===== src/rtl/key_cmd_if.sv =====
// Scan-code in / command out bundle between the keyboard decoder and the mapper.
interface key_cmd_if #(
  parameter int unsigned NUM_CMDS = 4,
  parameter int unsigned IDX_W    = (NUM_CMDS > 1) ? $clog2(NUM_CMDS) : 1
);
  logic                key_ready;
  logic [7:0]          key;
  logic [NUM_CMDS-1:0] cmd;
  logic                cmd_valid;
  logic [IDX_W-1:0]    cmd_idx;
  logic                miss;
  logic                err;

  // Keyboard-decoder side: supplies bytes, observes commands.
  modport master (
    output key_ready, key,
    input  cmd, cmd_valid, cmd_idx, miss, err
  );

  // Mapper side: consumes bytes, drives commands.
  modport slave (
    input  key_ready, key,
    output cmd, cmd_valid, cmd_idx, miss, err
  );
endinterface


===== src/rtl/key_cmd_mapper.sv =====
// Maps PS/2 scan-code bytes (with E0/F0 prefixes) onto a table-driven command vector.
module key_cmd_mapper #(
  parameter int unsigned             NUM_CMDS       = 4,
  parameter logic [8*NUM_CMDS-1:0]   CODE_TABLE     = {8'h75, 8'h2D, 8'h4D, 8'h1B},
  parameter logic [NUM_CMDS-1:0]     EXT_MASK       = 4'b1000,
  parameter int unsigned             MODE           = 2,
  parameter int unsigned             PREFIX_TIMEOUT = 1000000
) (
  input logic       clk,
  input logic       reset,
  key_cmd_if.slave  bus
);

  localparam int unsigned IDX_W      = (NUM_CMDS > 1) ? $clog2(NUM_CMDS) : 1;
  localparam int unsigned CNT_W      = 24;
  localparam logic [CNT_W-1:0] CNT_LAST = CNT_W'(PREFIX_TIMEOUT - 1);
  localparam logic [7:0]  BYTE_EXT   = 8'hE0;
  localparam logic [7:0]  BYTE_BRK   = 8'hF0;
  localparam int unsigned MODE_PULSE = 0;
  localparam int unsigned MODE_LEVEL = 1;
  localparam int unsigned MODE_EXCL  = 2;

  typedef enum logic [1:0] {
    ST_IDLE,
    ST_EXT,
    ST_BRK,
    ST_EXT_BRK
  } state_e;

  state_e              state_q, state_d;
  logic [CNT_W-1:0]    cnt_q, cnt_d;
  logic [NUM_CMDS-1:0] cmd_q, cmd_d;
  logic                cmd_valid_q, cmd_valid_d;
  logic [IDX_W-1:0]    cmd_idx_q, cmd_idx_d;
  logic                miss_q, miss_d;
  logic                err_q, err_d;

  logic                make_c;
  logic                brk_c;
  logic                ext_c;
  logic                prefix_err_c;
  logic                hit_c;
  logic [IDX_W-1:0]    hit_idx_c;
  logic [NUM_CMDS-1:0] hit_onehot_c;

  assign ext_c = (state_q == ST_EXT) || (state_q == ST_EXT_BRK);

  // Table lookup of the current byte; lowest matching index wins.
  always_comb begin
    hit_c     = 1'b0;
    hit_idx_c = '0;
    for (int unsigned i = 0; i < NUM_CMDS; i++) begin
      if (!hit_c && (bus.key == CODE_TABLE[8*i +: 8]) && (ext_c == EXT_MASK[i])) begin
        hit_c     = 1'b1;
        hit_idx_c = IDX_W'(i);
      end
    end
    hit_onehot_c = NUM_CMDS'(1) << hit_idx_c;
  end

  // Prefix tracking and timeout; flags make/break events and protocol errors.
  always_comb begin
    state_d      = state_q;
    cnt_d        = cnt_q;
    make_c       = 1'b0;
    brk_c        = 1'b0;
    prefix_err_c = 1'b0;

    if (state_q == ST_IDLE) begin
      cnt_d = '0;
    end else if (bus.key_ready) begin
      cnt_d = '0;
    end else if (cnt_q == CNT_LAST) begin
      cnt_d        = '0;
      prefix_err_c = 1'b1;
      state_d      = ST_IDLE;
    end else begin
      cnt_d = cnt_q + CNT_W'(1);
    end

    if (bus.key_ready) begin
      unique case (state_q)
        ST_IDLE: begin
          if (bus.key == BYTE_EXT)      state_d = ST_EXT;
          else if (bus.key == BYTE_BRK) state_d = ST_BRK;
          else                          make_c  = 1'b1;
        end
        ST_EXT: begin
          if (bus.key == BYTE_BRK) begin
            state_d = ST_EXT_BRK;
          end else if (bus.key != BYTE_EXT) begin
            make_c  = 1'b1;
            state_d = ST_IDLE;
          end
        end
        ST_BRK, ST_EXT_BRK: begin
          state_d = ST_IDLE;
          if ((bus.key == BYTE_EXT) || (bus.key == BYTE_BRK)) prefix_err_c = 1'b1;
          else                                                brk_c        = 1'b1;
        end
        default: state_d = ST_IDLE;
      endcase
    end
  end

  // Command vector and status pulses for the current event.
  always_comb begin
    cmd_d       = (MODE == MODE_PULSE) ? '0 : cmd_q;
    cmd_valid_d = 1'b0;
    cmd_idx_d   = cmd_idx_q;
    miss_d      = 1'b0;
    err_d       = prefix_err_c;

    if (make_c) begin
      if (hit_c) begin
        cmd_valid_d = 1'b1;
        cmd_idx_d   = hit_idx_c;
        if (MODE == MODE_LEVEL)      cmd_d = cmd_q | hit_onehot_c;
        else if (MODE == MODE_EXCL)  cmd_d = hit_onehot_c;
        else                         cmd_d = hit_onehot_c;
      end else begin
        miss_d = 1'b1;
      end
    end

    if (brk_c && hit_c && (MODE == MODE_LEVEL)) begin
      cmd_d = cmd_q & ~hit_onehot_c;
    end
  end

  // State and output registers with synchronous active-low reset.
  always_ff @(posedge clk) begin
    if (!reset) begin
      state_q     <= ST_IDLE;
      cnt_q       <= '0;
      cmd_q       <= '0;
      cmd_valid_q <= 1'b0;
      cmd_idx_q   <= '0;
      miss_q      <= 1'b0;
      err_q       <= 1'b0;
    end else begin
      state_q     <= state_d;
      cnt_q       <= cnt_d;
      cmd_q       <= cmd_d;
      cmd_valid_q <= cmd_valid_d;
      cmd_idx_q   <= cmd_idx_d;
      miss_q      <= miss_d;
      err_q       <= err_d;
    end
  end

  assign bus.cmd       = cmd_q;
  assign bus.cmd_valid = cmd_valid_q;
  assign bus.cmd_idx   = cmd_idx_q;
  assign bus.miss      = miss_q;
  assign bus.err       = err_q;

endmodule


===== src/flat_wrapper.sv =====
// flat-port wrapper written by rule: the top's interface ports become plain ports
module key_cmd_mapper_flat 
#(
  parameter int unsigned             NUM_CMDS       = 4,
  parameter logic [8*NUM_CMDS-1:0]   CODE_TABLE     = {8'h75, 8'h2D, 8'h4D, 8'h1B},
  parameter logic [NUM_CMDS-1:0]     EXT_MASK       = 4'b1000,
  parameter int unsigned             MODE           = 2,
  parameter int unsigned             PREFIX_TIMEOUT = 1000000
)
  (clk, reset, bus_key_ready, bus_key, bus_cmd, bus_cmd_valid, bus_cmd_idx, bus_miss, bus_err);
  key_cmd_if #(.NUM_CMDS(NUM_CMDS)) bus_i ();
  input logic clk;
  input logic reset;
  input wire logic [$bits(bus_i.key_ready)-1:0] bus_key_ready;
  input wire logic [$bits(bus_i.key)-1:0] bus_key;
  output wire logic [$bits(bus_i.cmd)-1:0] bus_cmd;
  output wire logic [$bits(bus_i.cmd_valid)-1:0] bus_cmd_valid;
  output wire logic [$bits(bus_i.cmd_idx)-1:0] bus_cmd_idx;
  output wire logic [$bits(bus_i.miss)-1:0] bus_miss;
  output wire logic [$bits(bus_i.err)-1:0] bus_err;
  assign bus_i.key_ready = bus_key_ready;
  assign bus_i.key = bus_key;
  assign bus_cmd = bus_i.cmd;
  assign bus_cmd_valid = bus_i.cmd_valid;
  assign bus_cmd_idx = bus_i.cmd_idx;
  assign bus_miss = bus_i.miss;
  assign bus_err = bus_i.err;
  key_cmd_mapper #(.NUM_CMDS(NUM_CMDS), .CODE_TABLE(CODE_TABLE), .EXT_MASK(EXT_MASK), .MODE(MODE), .PREFIX_TIMEOUT(PREFIX_TIMEOUT)) u_core (.clk(clk), .reset(reset), .bus(bus_i));
endmodule

===== config.mk =====
export PLATFORM = sky130hd
export DESIGN_NAME = key_cmd_mapper_flat
export DESIGN_NICKNAME = d
export VERILOG_FILES = /design/src/rtl/key_cmd_if.sv /design/src/rtl/key_cmd_mapper.sv /design/src/flat_wrapper.sv
export SDC_FILE = /design/constraint.sdc
export NUM_CORES = 1
export LEC_CHECK = 0
export CAP_MARGIN = 20
export CORE_MARGIN = 3
export CORE_UTILIZATION = 50
export CTS_CLUSTER_SIZE = 40
export DETAILED_ROUTE_END_ITERATION = 6
export GPL_ROUTABILITY_DRIVEN = 0
export PLACE_DENSITY = 0.79
export SETUP_SLACK_MARGIN = 0.1
export SYNTH_ARGS = -nofsm -noshare
export SYNTH_HDL_FRONTEND = slang
export SYNTH_SLANG_ARGS = --single-unit

===== constraint.sdc =====
create_clock -name clk -period 2.5 [get_ports clk]
set_input_delay 0.5 -clock clk [delete_from_list [all_inputs] [get_ports clk]]
set_output_delay 0.5 -clock clk [all_outputs]
set_load 0.1 [all_outputs]

# Word level (Yosys, flattened, before mapping)
# Index checks and enable logic that the tools add are counted.
[totals] ff_bits=35 in_bits=11 out_inout_bits=9
[classes] n_bitwise=2 eq_ne=11 n_shift=1 add_sub_neg=1 reduce_logical=17 n_mux=30
[op_table] operator="adder 24 x 1 -> 24 bit (second input constant)" count=1
[op_table] operator="== test 24 x 20 -> 1 bit (second input constant)" count=1
[op_table] operator="two-way mux 2 bit" count=10
[op_table] operator="two-way mux 1 bit" count=18
[op_table] operator="== test 8 x 7 -> 1 bit (second input constant)" count=2
[op_table] operator="== test 8 bit (second input constant)" count=2
[op_table] operator="== test 8 x 5 -> 1 bit (second input constant)" count=1
[op_table] operator="== test 8 x 6 -> 1 bit (second input constant)" count=1
[op_table] operator="inequality test 8 bit (second input constant)" count=1
[op_table] operator="logical AND 1 bit" count=7
[op_table] operator="case mux 2 bit (3 select lines)" count=1
[op_table] operator="== test 2 bit (second input constant)" count=2
[op_table] operator="AND reduction 2 bit" count=2
[op_table] operator="OR reduction 4 bit" count=1
[op_table] operator="left shift 1 x 2 -> 4 bit (first input constant)" count=1
[op_table] operator="logical NOT 1 bit" count=3
[op_table] operator="== test 2 x 1 -> 1 bit (second input constant)" count=1
[op_table] operator="logical NOT 2 bit" count=1
[op_table] operator="logical OR 1 bit" count=2
[op_table] operator="NOT 1 bit" count=2
[op_table] operator="case mux 1 bit (2 select lines)" count=1
[op_table] operator="OR reduction 2 bit" count=1

# Longest topological paths before layout
# Gate-level depths: netlist of the first run.
[logic_depth] word_depth=18 depth_mapped=6

# Worst setup path before layout of the first run
# Ideal clock, no wire load.
[synth_timing] path_type="flip-flop to flip-flop" start="register u_core.cnt_q[0]" end="register u_core.cnt_q[2]" t_arrival_ns=1.823 path_stages_with_launch=7 setup_time_ns=0.118 slack_ns=0.559 n_path_buf=1 cell_sequence="dfxtp_1 ha_1 nand2_1 or4_1 o21ai_1 buf_2 nor2_1"
[synth_via] elab_chain_cells=2
[synth_lines] element="start: declaration" line="key_cmd_mapper.sv:31" text="logic [CNT_W-1:0] cnt_q, cnt_d;"
[synth_lines] element="start signal: assignment" line="key_cmd_mapper.sv:143" text="cnt_q <= cnt_d;"
[synth_lines] element="parallel branches: the longest is 2 deep, another holds adder 24 x 1 -> 24 bit"
# Several ways; the timed one is not identified.
# A chain may end at the register's enable or synchronous reset.

# Final worst setup path of the first run
[layout_timing] start="register u_core.cnt_q[7]" end="register u_core.cnt_q[23]"
# The elaborated chain is that of the path after synthesis.

==> results of run 1 <==
-- registers in the layout, indices dropped and copies added, names as in the netlist --
name / count
u_core.bus.cmd: 4
u_core.bus.cmd_idx: 2
u_core.bus.cmd_valid: 1
u_core.bus.err: 1
u_core.bus.miss: 1
u_core.cnt_q: 24
u_core.state_q: 2
-- per-stage QoR --
step | power [uW] | worst slack (ns) | instance area (um^2) | cells | hold WS, ns
final | 1040 | 0.392 | 2110 | 278 | 0.474
after global placement | 635 | 0.145 | 2030 | 270 | 0.438
after floorplan | 601 | 0.559 | 1770 | 205 | 0.426
after CTS | 1040 | 0.378 | 2110 | 278 | 0.484
after detailed placement | 637 | 0.0790 | 2030 | 270 | 0.458
after global routing | 1070 | 0.307 | 2110 | 278 | 0.508
-- cell families after synthesis --
logic type / after synthesis
xor gates and xnor gates: 13
adders and majority gates: 1
DFF: 35
muxes: 1
AOI/OAI and AO/OA: 44
and+or+nand+nor: 98
buffers and inverters: 13
-- worst max-delay path: stages (launching register included) --
cell and delay, ns:
dfxtp_1 0.48, nand4_4 0.18, or4_1 0.71, or4_4 0.54, a21oi_2 0.14
-- power by group through the flow --
| stage | clock [uW] | combinational [uW] | sequential (uW) |
|---|---|---|---|
| after global routing | 443 | 70.2 | 560 |
| after floorplan | 0 | 20.8 | 580 |
| final | 410 | 66.0 | 559 |
| after global placement | 0 | 63.0 | 572 |
| after detailed placement | 0 | 65.1 | 572 |
| after CTS | 420 | 65.5 | 559 |
-- routing by layer --
| layer | vias up | wire length [um] |
|---|---|---|
| met5 | - | 0 |
| met4 | 0 | 72 |
| met3 | 14 | 216 |
| met2 | 50 | 1960 |
| met1 | 800 | 1750 |
| li1 | 825 | - |
-- layout by cell type, fill, tap and decap left out, drive strengths merged, types with 3 or more instances in the layout --
cell type and n:
nand4bb 3, o21ai 10, o31ai 7, nand2 15
o32ai 3, nor4bb 3, nand4 7, or3 5
a21oi 15, dfxtp 35, nor3 3, nand3 9
or4 10, clkdlybuf4s50 10, xor2 6, nor4 5
buf 17, and3 6, xnor2 7, clkbuf 5
nor2 20, inv 7
-- cell usage after synthesis (2+ instances only) --
master and number:
a21oi_1 14, a31oi_1 2, and3_1 5, buf_2 3, clkbuf_1 3, dfxtp_1 35
inv_1 7, nand2_1 15, nand3_1 8, nand4_1 6, nand4b_1 2, nand4bb_1 3
nor2_1 20, nor3_1 3, nor3b_1 2, nor4_1 5, nor4bb_1 3, o21ai_0 9
o31ai_1 7, o32ai_1 3, or3_1 5, or4_1 7, or4_2 2, xnor2_1 7
xor2_1 6
-- path summary, 6_finish.rpt --
check | start | to | slack [ns] | depth (start not counted)
worst min register to register | u_core.bus.cmd_idx[0] | u_core.bus.cmd_idx[0] | 0.47 | 2
worst min-delay path | u_core.bus.cmd_idx[0] | u_core.bus.cmd_idx[0] | 0.47 | 2
worst max register to register | u_core.cnt_q[7] | u_core.cnt_q[23] | 0.39 | 4
worst max-delay path | u_core.cnt_q[7] | u_core.cnt_q[23] | 0.39 | 4
-- cell type report --
| type | instances | area (um^2) | share of cell area |
|---|---|---|---|
| clock buffer | 5 | 37.5 | 0.0178 |
| timing repair buffer | 27 | 228 | 0.108 |
| inverter | 7 | 26.3 | 0.0125 |
| sequential | 35 | 701 | 0.332 |
| multi-input combinational | 157 | 1020 | 0.483 |
| tap | 44 | 55.1 | 0.0261 |
| clock inverter | 3 | 43.8 | 0.0208 |
==> summary.txt, run 1 <==
Outcome
  – Outcome: finished clean

Pwr
  – Maximum vdd drop: approximately 0.37 mV
  – Static Leakage: approximately 0.00067 uW
  – Clock power frac: 0.396
  – Psw: between 200 and 250 uW
  – Internal: 800 uW
  – Comb pwr share: 0.064
  – Power Dens Cells: just under 500 nW/um^2
  – Sequential power share: 0.540
  – Switching part of the total power: 0.227

Final layout
  – Nets@finish: 245
  – Layout area overhead: 19.1%
  – Antenna cells: 0
  – Finished Core Util: 0.659
  – Fill cells: around 280
  – Share of layout cells above drive strength 1: 0.154

Route
  – WL final: around 4000 um
  – DRT iter0 DRCs: about 110
  – Via count: ~1700
  – Routed vias/inst: about 6.1
  – Antenna Nets Post-Route: 0
  – DR pass1 iterations: 4
  – Drt drc: 0
  – WL per Instance: roughly 14 um

Placement
  – Dpl hpwl: 2990 um
  – Port bufs: 19

CTS
  – Root buffer cell: clkbuf_4
  – Setup Fix Bufs, Post-CTS: 0
  – Clock Latency Late Sink: about 0.34 ns
  – Clock Pin Slew Worst Setup and Hold Paths: around 0.11 ns
  – H-tree depth: 2
  – Clock Tree Buf Depth: 2
  – CTS tree: done
  – CTS resizes: 0
  – CTS buffer count: 5
  – Clock net sink count: 35
  – Hold buffer count at cts: 0

Global route
  – First-pass GRT wire length: 6580 um
  – Routing usage on met2: 0.320
  – Initial antenna violation count: 0
  – Met1 Use GR: 0.233
  – Layer with the highest usage: met2
  – Met3 Resource Use GR: 0.0667
  – Vias in the first global route: around 1600
  – GR Overflow Total: 0
  – Largest net degree at the start of global routing: 25
  – GRT Util Overall: 0.195

Logic synthesis
  – Most area-consuming cells after synthesis: dfxtp_1 40%, nor2_1 4.2%, a21oi_1 4.0%
  – Leading area contributor after synthesis: dfxtp_1
  – Yosys reg bits: 35
  – Synthesized area: between 1500 and 2000 um^2
  – Post-Synth Adder-Cell Area: 0.00706
  – Mapped Nets: 217
  – Post-synth EDFFs: 0
  – Mapped Avg Cell Area: between 8 and 9 um^2
  – Primary FF master, synth: dfxtp_1
  – Synthesis Warnings: 0
  – Ys async rst share: 0
  – Post-Synth Simple-Gate Area: 0.342
  – Main combinational cell family by area after synthesis: simple AND/OR/NAND/NOR gates
  – Mux contribution to synthesized area: 0.00565
  – Synth Area in Compound Gates: 0.156
  – Synth unique cells: 48
  – Top-area cell type share of the netlist area: 0.395
  – XOR/XNOR share of the synthesized area: 0.0643
  – Mapped Cells: between 200 and 250
  – Fraction of the yosys area taken by sequential cells: 0.395

Setup path
  – Critical path class: reg2reg
  – Startpoint types: register
  – Critical Path RT: 2.79 ns
  – Critical Path AT: about 2.4 ns
  – Crit Path Max Fanout: 9
  – Crit end category: register

STA
  – Final Critical Period: between 2 and 2.5 ns
  – Setup TNS: 0 ns
  – Worst Tran Pin Value: ~0.47 ns
  – Clk_skew: between 0.002 and 0.0025 ns
  – Hold Vio Cnt, Final: 0
  – # setup viols final: 0
  – Slew Viols, Final: 0
  – Slew HR: 0.685
  – Tcrit/Tclk final: 0.843
  – Peak Freq: between 400 and 500 MHz
  – RSZ-0062 raised after global routing: no

Floorplanning
  – Initial Util: 0.553
  – DIE HEIGHT: between 60 and 70 um
  – Num rows: 20
  – Die Wd: 65.5 um
  – Die footprint: 4290 um^2
  – Core Area: 3200 um^2
  – # IOs: 20

Run
  – Max Cap Violations: 0

Min path
  – Hold crit path type: reg2reg
(Power assumes the default switching activity.)
==> run 2: changes to the inputs <==
==> constraint.sdc (replaced) <==
create_clock -name clk -period 2 [get_ports clk]
set_input_delay 0.4 -clock clk [delete_from_list [all_inputs] [get_ports clk]]
set_output_delay 0.4 -clock clk [all_outputs]
set_load 0.1 [all_outputs]
==> summary.txt, run 2 (same netlist as run 1, synthesis figures left out) <==
Outcome
  – Outcome: finished clean

Pwr
  – Static Leakage: 0.000770 uW (+15%)
  – Clock power frac: 0.406 (+0.010)
  – Internal: 1040 uW (+30%)
  – Comb pwr share: 0.072 (+0.008)
  – Maximum vdd drop: 0.512 mV (+39%)
  – Sequential power share: 0.522 (-0.018)
  – Psw: 296 uW (+25%)
  – Switching part of the total power: 0.221 (-0.00603)
  – Power Dens Cells: 577 nW/um^2 (+17%)

Placement
  – Port bufs: 19 (unchanged)
  – Number of instances in the placed design: 288 (+6.7%)
  – Dpl hpwl: 3360 um (+12%)
  – Area after DPL: 2170 um^2 (+6.8%)

Final layout
  – Finished Layout Cells: 296 (+6.5%)
  – Largest register FFs: 24 (unchanged)
  – Antenna cells: 0 (unchanged)
  – Layout area overhead: 30.7%
  – Commonest non-fill, non-tap cell in the layout: buf_4
  – Fill cells: 267 (-6.0%)
  – Fin area: 2320 um^2 (+9.8%)
  – Nets@finish: 263 (+7.3%)
  – Reg with most FFs: u_core.cnt_q
  – Most frequent cells in the layout: 34 x buf_4, 26 x dfxtp_1, 20 x nor2_1
  – Share of layout cells above drive strength 1: 0.290 (+0.136)

Setup path
  – Critical path class: in2reg
  – Crit end category: register
  – Critical Path RT: 2.24 ns (-0.55 ns)
  – Crit Path Max Fanout: 6 (-3)
  – Startpoint types: input pin
  – Critical Path AT: 2.11 ns (-0.29 ns)

Floorplanning
  – Initial Util: 0.553 (unchanged)
  – Die Wd: 65.5 um (unchanged)
  – Die footprint: 4290 um^2 (unchanged)
  – DIE HEIGHT: 65.5 um (unchanged)
  – Num rows: 20 (unchanged)
  – # IOs: 20 (unchanged)
  – Core Area: 3200 um^2 (unchanged)

Route
  – DR pass1 iterations: 4 (unchanged)
  – Routed vias/inst: 6.10 (+0.48%)
  – WL per Instance: 15.8 um (+9.4%)
  – WL final: 4660 um (+16%)
  – Drt drc: 0 (unchanged)
  – Via count: 1807 (+7.0%)
  – Antenna Nets Post-Route: 0 (unchanged)
  – DRT iter0 DRCs: 91 (-16%)

STA
  – RSZ-0062 raised after global routing: yes
  – # setup viols final: 0 (unchanged)
  – Clk_skew: 0.0146 ns (+0.0126 ns)
  – Slew Viols, Final: 0 (unchanged)
  – Final Critical Period: 1.87 ns
  – Slew HR: 0.605 (-0.0795)
  – Setup TNS: 0 ns (unchanged)
  – Worst Tran Pin Value: 0.584 ns (+0.118 ns)
  – Peak Freq: roughly 530 MHz
  – Hold Vio Cnt, Final: 0 (unchanged)
  – Tcrit/Tclk final: 0.937

CTS
  – Clock Latency Late Sink: 0.34 ns (about the same)
  – Setup Fix Bufs, Post-CTS: 0 (unchanged)
  – CTS buffer count: 5 (unchanged)
  – Root buffer cell: clkbuf_4
  – CTS tree: done
  – Clock Pin Slew Worst Setup and Hold Paths: 0.11 ns (about the same)
  – Hold buffer count at cts: 0 (unchanged)
  – Clock Tree Buf Depth: 2 (unchanged)
  – Clock net sink count: 35 (unchanged)
  – H-tree depth: 2 (unchanged)

Global route
  – Largest net degree at the start of global routing: 15 (-40%)
  – GRT Util Overall: 0.234 (+0.0387)
  – Vias in the first global route: 1793 (+15%)
  – GR Overflow Total: 0 (unchanged)
  – Initial antenna violation count: 0 (unchanged)
  – First-pass GRT wire length: 7730 um (+18%)

Min path
  – Hold crit path type: reg2reg

Run
  – Max Cap Violations: 0 (unchanged)
-- run 2: changes by cell type in the layout (fill, tap and decap cells not counted), sizes merged --
cell    before  now
buf         17   35
clkbuf       5    6
clkinv       2    1
-- run 2: metrics by stage --
step | hold slack (ns) | utilization | power, uW | setup slack, ns
6_report | 0.444 | 0.723 | 1340 | 0.126
3_5_place_dp | 0.456 | 0.677 | 807 | -0.276
3_3_place_gp | 0.437 | 0.677 | 804 | -0.156
2_1_floorplan | 0.426 | - | 751 | 0.126
5_1_grt | 0.470 | 0.723 | 1380 | 0.0570
4_1_cts | 0.443 | 0.707 | 1340 | 0.110
-- run 2: cell type report --
type,instances,area (um^2),share of cell area
Multi-Input combinational cell,157,1070,0.461
Clock buffer,6,51.3,0.0222
Clock inverter,2,35.0,0.0151
Tap cell,44,55.1,0.0238
Sequential cell,35,714,0.308
Inverter,7,26.3,0.0113
Timing Repair Buffer,45,367,0.158
-- run 2: power by group through the flow --
stage               clock network (uW)  registers [uW]  logic, uW
global placement                     0             715       89.3
finish                             541             698       96.2
detailed placement                   0             715       92.1
global route                       582             698        101
CTS                                550             699       92.5
floorplan                            0             725       26.0
-- run 2: what timing repair did --
item,4_1_cts,5_1_grt
resized for setup,4,17
pin swaps,0,2
setup endpoints to repair,12,20
-- run 2: per-layer routing --
metal / share of wire / vias to the layer above / wire [um] / track usage
met4: 0.026 / 0 / 119 / 0.130
met3: 0.039 / 15 / 184 / 0.0564
met2: 0.52 / 50 / 2450 / 0.403
met1: 0.41 / 876 / 1910 / 0.263
li1: - / 866 / - / -
met5: 0 / - / 0 / 0
-- run 2: path summary, 6_finish.rpt --
| kind | start | endpoint | slack [ns] | depth (start not counted) |
|---|---|---|---|---|
| max | bus_key[7] | u_core.state_q[1] | 0.13 | 5 |
| min | u_core.cnt_q[0] | u_core.cnt_q[0] | 0.44 | 1 |
| max reg2reg | u_core.cnt_q[6] | u_core.state_q[1] | 0.17 | 6 |
| min reg2reg | u_core.cnt_q[0] | u_core.cnt_q[0] | 0.44 | 1 |
-- run 2: worst max-delay path, cell delays in order --
cell and delay, ns:
clkdlybuf4s50_1 0.59, or3b_2 0.48, or4_1 0.40, a31oi_1 0.18
a21oi_1 0.06
==> patch 1: new RTL, config.mk and constraints of run 1 <==
Reset style: asynchronous (`reset`), changed in one clocked block. Comments in the files are not updated.
--- a/src/rtl/key_cmd_mapper.sv
+++ b/src/rtl/key_cmd_mapper.sv
@@ -130,5 +130,5 @@
 
   // State and output registers with synchronous active-low reset.
-  always_ff @(posedge clk) begin
+  always_ff @(posedge clk or negedge reset) begin
     if (!reset) begin
       state_q     <= ST_IDLE;
Function: differs if reset is asserted again (counterexample within 4 cycles, from zero or initial values and one cycle with reset low); with reset held inactive, the same outputs for 10 cycles.
==> patch 1 against run 1 <==
  * Synthesized cell count is 9.3% lower
  * Maximum frequency is 2.1% lower
  * Cell area is 1.9% higher
  * Count of clock-buffer cells in the layout stayed put
  * Worst hold slack better by 0.043 ns
  * Setup slack worse by 0.045 ns
  * Non-clock buffer count is 4 lower
  * Synthesized area is 2.3% higher
  * Wire length is 4.9% lower
  * Sequential cell count stayed put
Power is not compared: it rests on default switching activity, and its combinational part moved more than twofold at a synthesized area within 25%.
==> patch 1: results (changes against run 1) <==
- CTS clock-pin slew for the worst setup and hold paths: 0.12 ns
- Clk_skew: 0.01189 ns (+0.009844 ns)
- Met1 Routed Length: 1622 um (-7.5%)
- Fill cell count: 282 (-0.70%)
- Post-Synth Adder-Cell Area: 0.006906 (-0.0001561)
- Layout Nets: 224 (-8.6%)
- Inverters: 8 (+1)
- CTS H-Tree Depth: 2 (unchanged)
- Clk Latency, worst-skew pair: 0.35 ns
- Synth cell types: 40 (-17%)
- Input/output buffers: 19 (unchanged)
- Most instantiated cells after synthesis: dfrtp_1 (35), nor2_1 (18), a21oi_1 (13), nand2_1 (11), nand3_1 (11)
- Vias after detailed routing: 1568 (-7.2%)
- Initial antenna violation count: 0 (unchanged)
- Status: finished, final reports clean
- Top sig layer: met4
- HP Class: reg -> reg
- Flop pwr share: 0.443
- Share of layout cells above drive strength 1: 0.1408 (-0.01300)
- Main combinational cell family by area after synthesis: simple AND/OR/NAND/NOR gates
- Hpwl dp: 2734 um (-8.5%)
- NonClk Buf Share: 0.09197 (-0.01598)
- WL met2: 1936 um (-1.3%)
- Crit path capture: u_core.cnt_q[22]
- Met3 routed WL: 195 um (-9.7%)
- GR Layer Usage met2: 0.3346 (+0.01472)
- Register-to-Register Path Depth: 5 (+1)
- CP startpoint: u_core.cnt_q[0]
- Slew @ Worst Pin: 0.4293 ns (-0.03666 ns)
- End of the worst hold path: u_core.cnt_q[0]
- Drt wl/cell: 14.71 um (+2.1%)
- Clk tree area frac: 0.04889 (+0.01034)
- Fraction of registers with async set/reset: 1.000 (+1.000)
- Bufs w/o clock: 23 (-15%)
- Met3 Usage GRT: 0.04082 (-0.02585)
- Post-synthesis mux area share: 0.006215 (+0.0005658)
- First drt pass iteration count: 4 (unchanged)
- #MultiIn Comb: 139 (-11%)
- Max FFs per register: 24 (unchanged)
- DR iter-0 viols: 179 (+66%)
- Total GRT Usage: 0.1980 (+0.002516)
- Worst min-delay path startpoint: u_core.cnt_q[0]
- Crit Path Max Fanout: 11 (+2)
- Met1 usage: 0.2368 (+0.003791)
- CP arrival: 2.44 ns (+0.04 ns)
- Mapped Nets: 198 (-8.8%)
- Worst reg-to-reg setup slack: 0.35 ns (-0.05 ns)
- Buffer levels on the longest clock path: 2 (unchanged)
- WHS Path Cells: 1 (-1)
- Sequential share of cell area: 0.4075 (+0.07530)
- XOR/XNOR share of the synthesized area: 0.05318 (-0.01109)
- Synth top area cells: dfrtp_1 (48%), nor2_1 (3.7%), a21oi_1 (3.6%), xnor2_1 (3.4%), nand3_1 (3.0%)
- Seq/Total Area, Yosys: 0.4834 (+0.08795)
- Largest net degree at the start of global routing: 36 (+44%)
- Synth Area in Compound Gates: 0.1305 (-0.02555)
- Multi-input logic area: 883.3 sq um (-13%)
- First-pass GRT wire length: 6693 um (+1.7%)
==> patch 1: changes by cell type after synthesis, moves of 3 or more <==
cell	delta
dfrtp_1	+35
dfxtp_1	-35
and3_1	-4
and4_1	+4
nand2_1	-4
buf_2	-3
nand3_1	+3
nand4bb_1	-3
nor2b_1	+3
nor3_1	+3
nor4_1	-3
nor4bb_1	-3
o32ai_1	-3
==> patch 1: stage by stage <==
stage	setup WS [ns]	cells	util	cell area [sq um]	hold slack (ns)
global route	0.2508	259	0.6293	2150	0.5439
detailed placement	0.06954	251	0.5985	2044	0.4954
floorplan	0.4837	186	-	1812	0.2044
global placement	0.1530	251	0.5985	2044	0.5008
finish	0.3471	259	0.6293	2150	0.5176
CTS	0.3550	259	0.6293	2150	0.5200
==> patch 1: critical path, stage by stage, from the launching register on <==
cell	delay, ns
dfrtp_1	0.43
ha_1	0.29
inv_1	0.09
or4_4	0.62
or4_1	0.50
a21oi_1	0.16
==> patch 2: new RTL, flow settings as in run 1 <==
Made on the original files. `CNT_W`: 24 -> 48.
--- a/src/rtl/key_cmd_mapper.sv
+++ b/src/rtl/key_cmd_mapper.sv
@@ -13,5 +13,5 @@
 
   localparam int unsigned IDX_W      = (NUM_CMDS > 1) ? $clog2(NUM_CMDS) : 1;
-  localparam int unsigned CNT_W      = 24;
+  localparam int unsigned CNT_W      = 48;
   localparam logic [CNT_W-1:0] CNT_LAST = CNT_W'(PREFIX_TIMEOUT - 1);
   localparam logic [7:0]  BYTE_EXT   = 8'hE0;
Formal check against the unedited RTL: same outputs for any inputs over 10 cycles, from zero or initial values and one cycle with reset low; that may be too few to reach the edited logic, so the function may still have changed.
==> patch 2 against run 1 <==
  * Synthesized cell count rose by 64%
  * Sequential cell count rose by 24
  * Maximum frequency fell by 7.9%
  * Total power rose by 71%
  * Critical path depth rose by 3
  * Cell area rose by 59%
  * Wire length rose by 58%
  * Die area rose by 54%
  * Synthesized area rose by 60%
  * Critical endpoint is now u_core.bus.cmd[2]
  * Register-to-register slack got worse by 0.12 ns
  * Via count rose by 49%
  * Setup slack got worse by 0.18 ns
==> patch 2: results (changes against run 1) <==
- Status: finished, final reports clean
- CTS H-Tree Depth: 3 (+1)
- Met3 routed WL: 315 um (+46%)
- Post CTS Setup Buffer Count: 0 (unchanged)
- Reg2Reg Launch Point: u_core.cnt_q[9]
- Crit path largest cell delay: 0.51 ns (-0.20 ns)
- Seq/Total Area, Yosys: 0.4159 (+0.02038)
- End of the worst hold path: u_core.cnt_q[0]
- Worst reg-to-reg setup slack: 0.27 ns (-0.12 ns)
- Max FFs per register: 48 (+100%)
- First drt pass iteration count: 4 (unchanged)
- Placed cell area: 3187 sq um (+57%)
- CP max-delay cell: or4bb_1
- Hpwl dp: 4426 um (+48%)
- Peak supply drop: 0.3239 mV (-12%)
- Total GRT Usage: 0.2156 (+0.02018)
- Mapped Nets: 348 (+60%)
- WHS Path Cells: 1 (-1)
- Buffer levels on the longest clock path: 2 (unchanged)
- Diodes inserted: 0 (unchanged)
- R2r endpoint: u_core.cnt_q[35]
- Initial antenna violation count: 0 (unchanged)
- Vias per std cell: 5.630 (-7.3%)
- Largest net degree at the start of global routing: 27 (+8.0%)
- Leak pwr: 1.048 nW (+57%)
- HP Class: reg -> reg
- Core area: 5303 sq um (+66%)
- Top sig layer: met4
- CTS clock-pin slew for the worst setup and hold paths: 0.06 ns (-0.05 ns)
- WL met2: 2990 um (+52%)
- Share of layout cells above drive strength 1: 0.1223 (-0.03151)
- CTS root buf: clkbuf_8
- Cts repair resizes: 0 (unchanged)
- Clk_skew: 0.009161 ns (+0.007118 ns)
- Clk Latency, worst-skew pair: 0.34 ns (about the same)
- Register-to-Register Path Depth: 6 (+2)
- Synth top area cells: dfxtp_1 (42%), xnor2_1 (9.6%), nor2_1 (7.1%), nor4_1 (4.6%), xor2_1 (3.4%)
- Synth cell types: 48 (unchanged)
- Layout Nets: 383 (+56%)
- Drt wl/cell: 14.22 um (-1.3%)
- Largest register by flop count: u_core.cnt_q
- Worst min-delay path startpoint: u_core.cnt_q[0]
- Met1 Routed Length: 2991 um (+71%)
- Vias in the first global route: 2435 (+57%)
- DR iter-0 viols: 187 (+73%)
- Most instantiated cells after synthesis: dfxtp_1 (59), nor2_1 (54), xnor2_1 (31), nor4_1 (21), nand2_1 (19)
- Slew HR: 0.5206 (-0.1643)
- Fill cell count: 468 (+65%)
- First-pass GRT wire length: 11030 um (+68%)
- Fraction of registers with async set/reset: 0 (unchanged)
- Inserted Clock Buffers: 9 (+4)
- Input/output buffers: 19 (unchanged)
- Crit Path Max Fanout: 5 (-4)
- Primary FF master, synth: dfxtp_1
- Synth Warn #: 0 (unchanged)
- CP arrival: 2.52 ns (+0.12 ns)
## patch 2: changes by cell type after synthesis, sizes merged, moves of 7 or more
cell	change
nor3	+9
nor4	+16
nand4	+7
xnor2	+24
nor2	+34
dfxtp	+24
a21oi	-7
## patch 2: how the worst max path moves through the flow
stage	startpoint	end
after floorplan	u_core.cnt_q[0]	u_core.cnt_q[32]
after global placement	bus_key[4]	u_core.bus.cmd[2]
after detailed placement	bus_key[4]	u_core.bus.cmd[2]
after CTS	bus_key[4]	u_core.bus.cmd[2]
after global routing	bus_key[4]	u_core.bus.cmd[2]
final	bus_key[4]	u_core.bus.cmd[2]
## patch 2: worst max-delay path: cells and delay by family
family | cells | cell delay [ns]
AO/OA/AOI/OAI | 3 | 0.78
buffers and inverters | 2 | 0.67
AND/OR/NAND/NOR | 2 | 0.56
## patch 2: layout make-up
cell class / instances / area, sq um / area share
clock buffers: 14 / 162.7 / 0.04840
clock inverters: 2 / 10.01 / 0.002978
inverters: 11 / 41.29 / 0.01229
multi-input cells: 253 / 1550 / 0.4613
flip-flops and latches: 59 / 1181 / 0.3515
well taps: 70 / 87.58 / 0.02606
repair buffers: 37 / 327.8 / 0.09754
## patch 2: where the power goes
group / internal [mW] / switching, mW / leakage [nW]
Combinational: 0.0310 / 0.0353 / 0.482
Sequential: 0.942 / 0.00114 / 0.475
Clock: 0.411 / 0.349 / 0.0905
Total: 1.38 / 0.386 / 1.05
## patch 2: per-layer routing
metal,global-route usage,vias up
met3,0.07095,6
met2,0.3502,56
li1,-,1266
met1,0.2694,1183
met4,0.06757,0
met5,0,-
## patch 2: cell families (layout without fill, tap and decap cells)
| group | after synthesis | in the layout | share of synthesized area |
|---|---|---|---|
| adders and majority gates | 1 | 1 | 0.004405 |
| AOI/OAI and AO/OA | 29 | 29 | 0.06696 |
| DFF | 59 | 59 | 0.4159 |
| buffers and inverters | 24 | 64 | 0.03877 |
| and+or+nand+nor | 181 | 181 | 0.3445 |
| xor gates and xnor gates | 42 | 42 | 0.1295 |
## patch 2: stage by stage
step           worst slack, ns  hold slack, ns  cells  total power [mW]
3_3_place_gp          -0.07988          0.4434    430             1.028
4_1_cts                 0.1922          0.4674    446             1.792
6_report                0.2127          0.4652    446             1.770
2_1_floorplan           0.3903          0.4295    336            0.9934
3_5_place_dp           -0.1346          0.4538    430             1.029
5_1_grt                 0.1255          0.4980    446             1.850
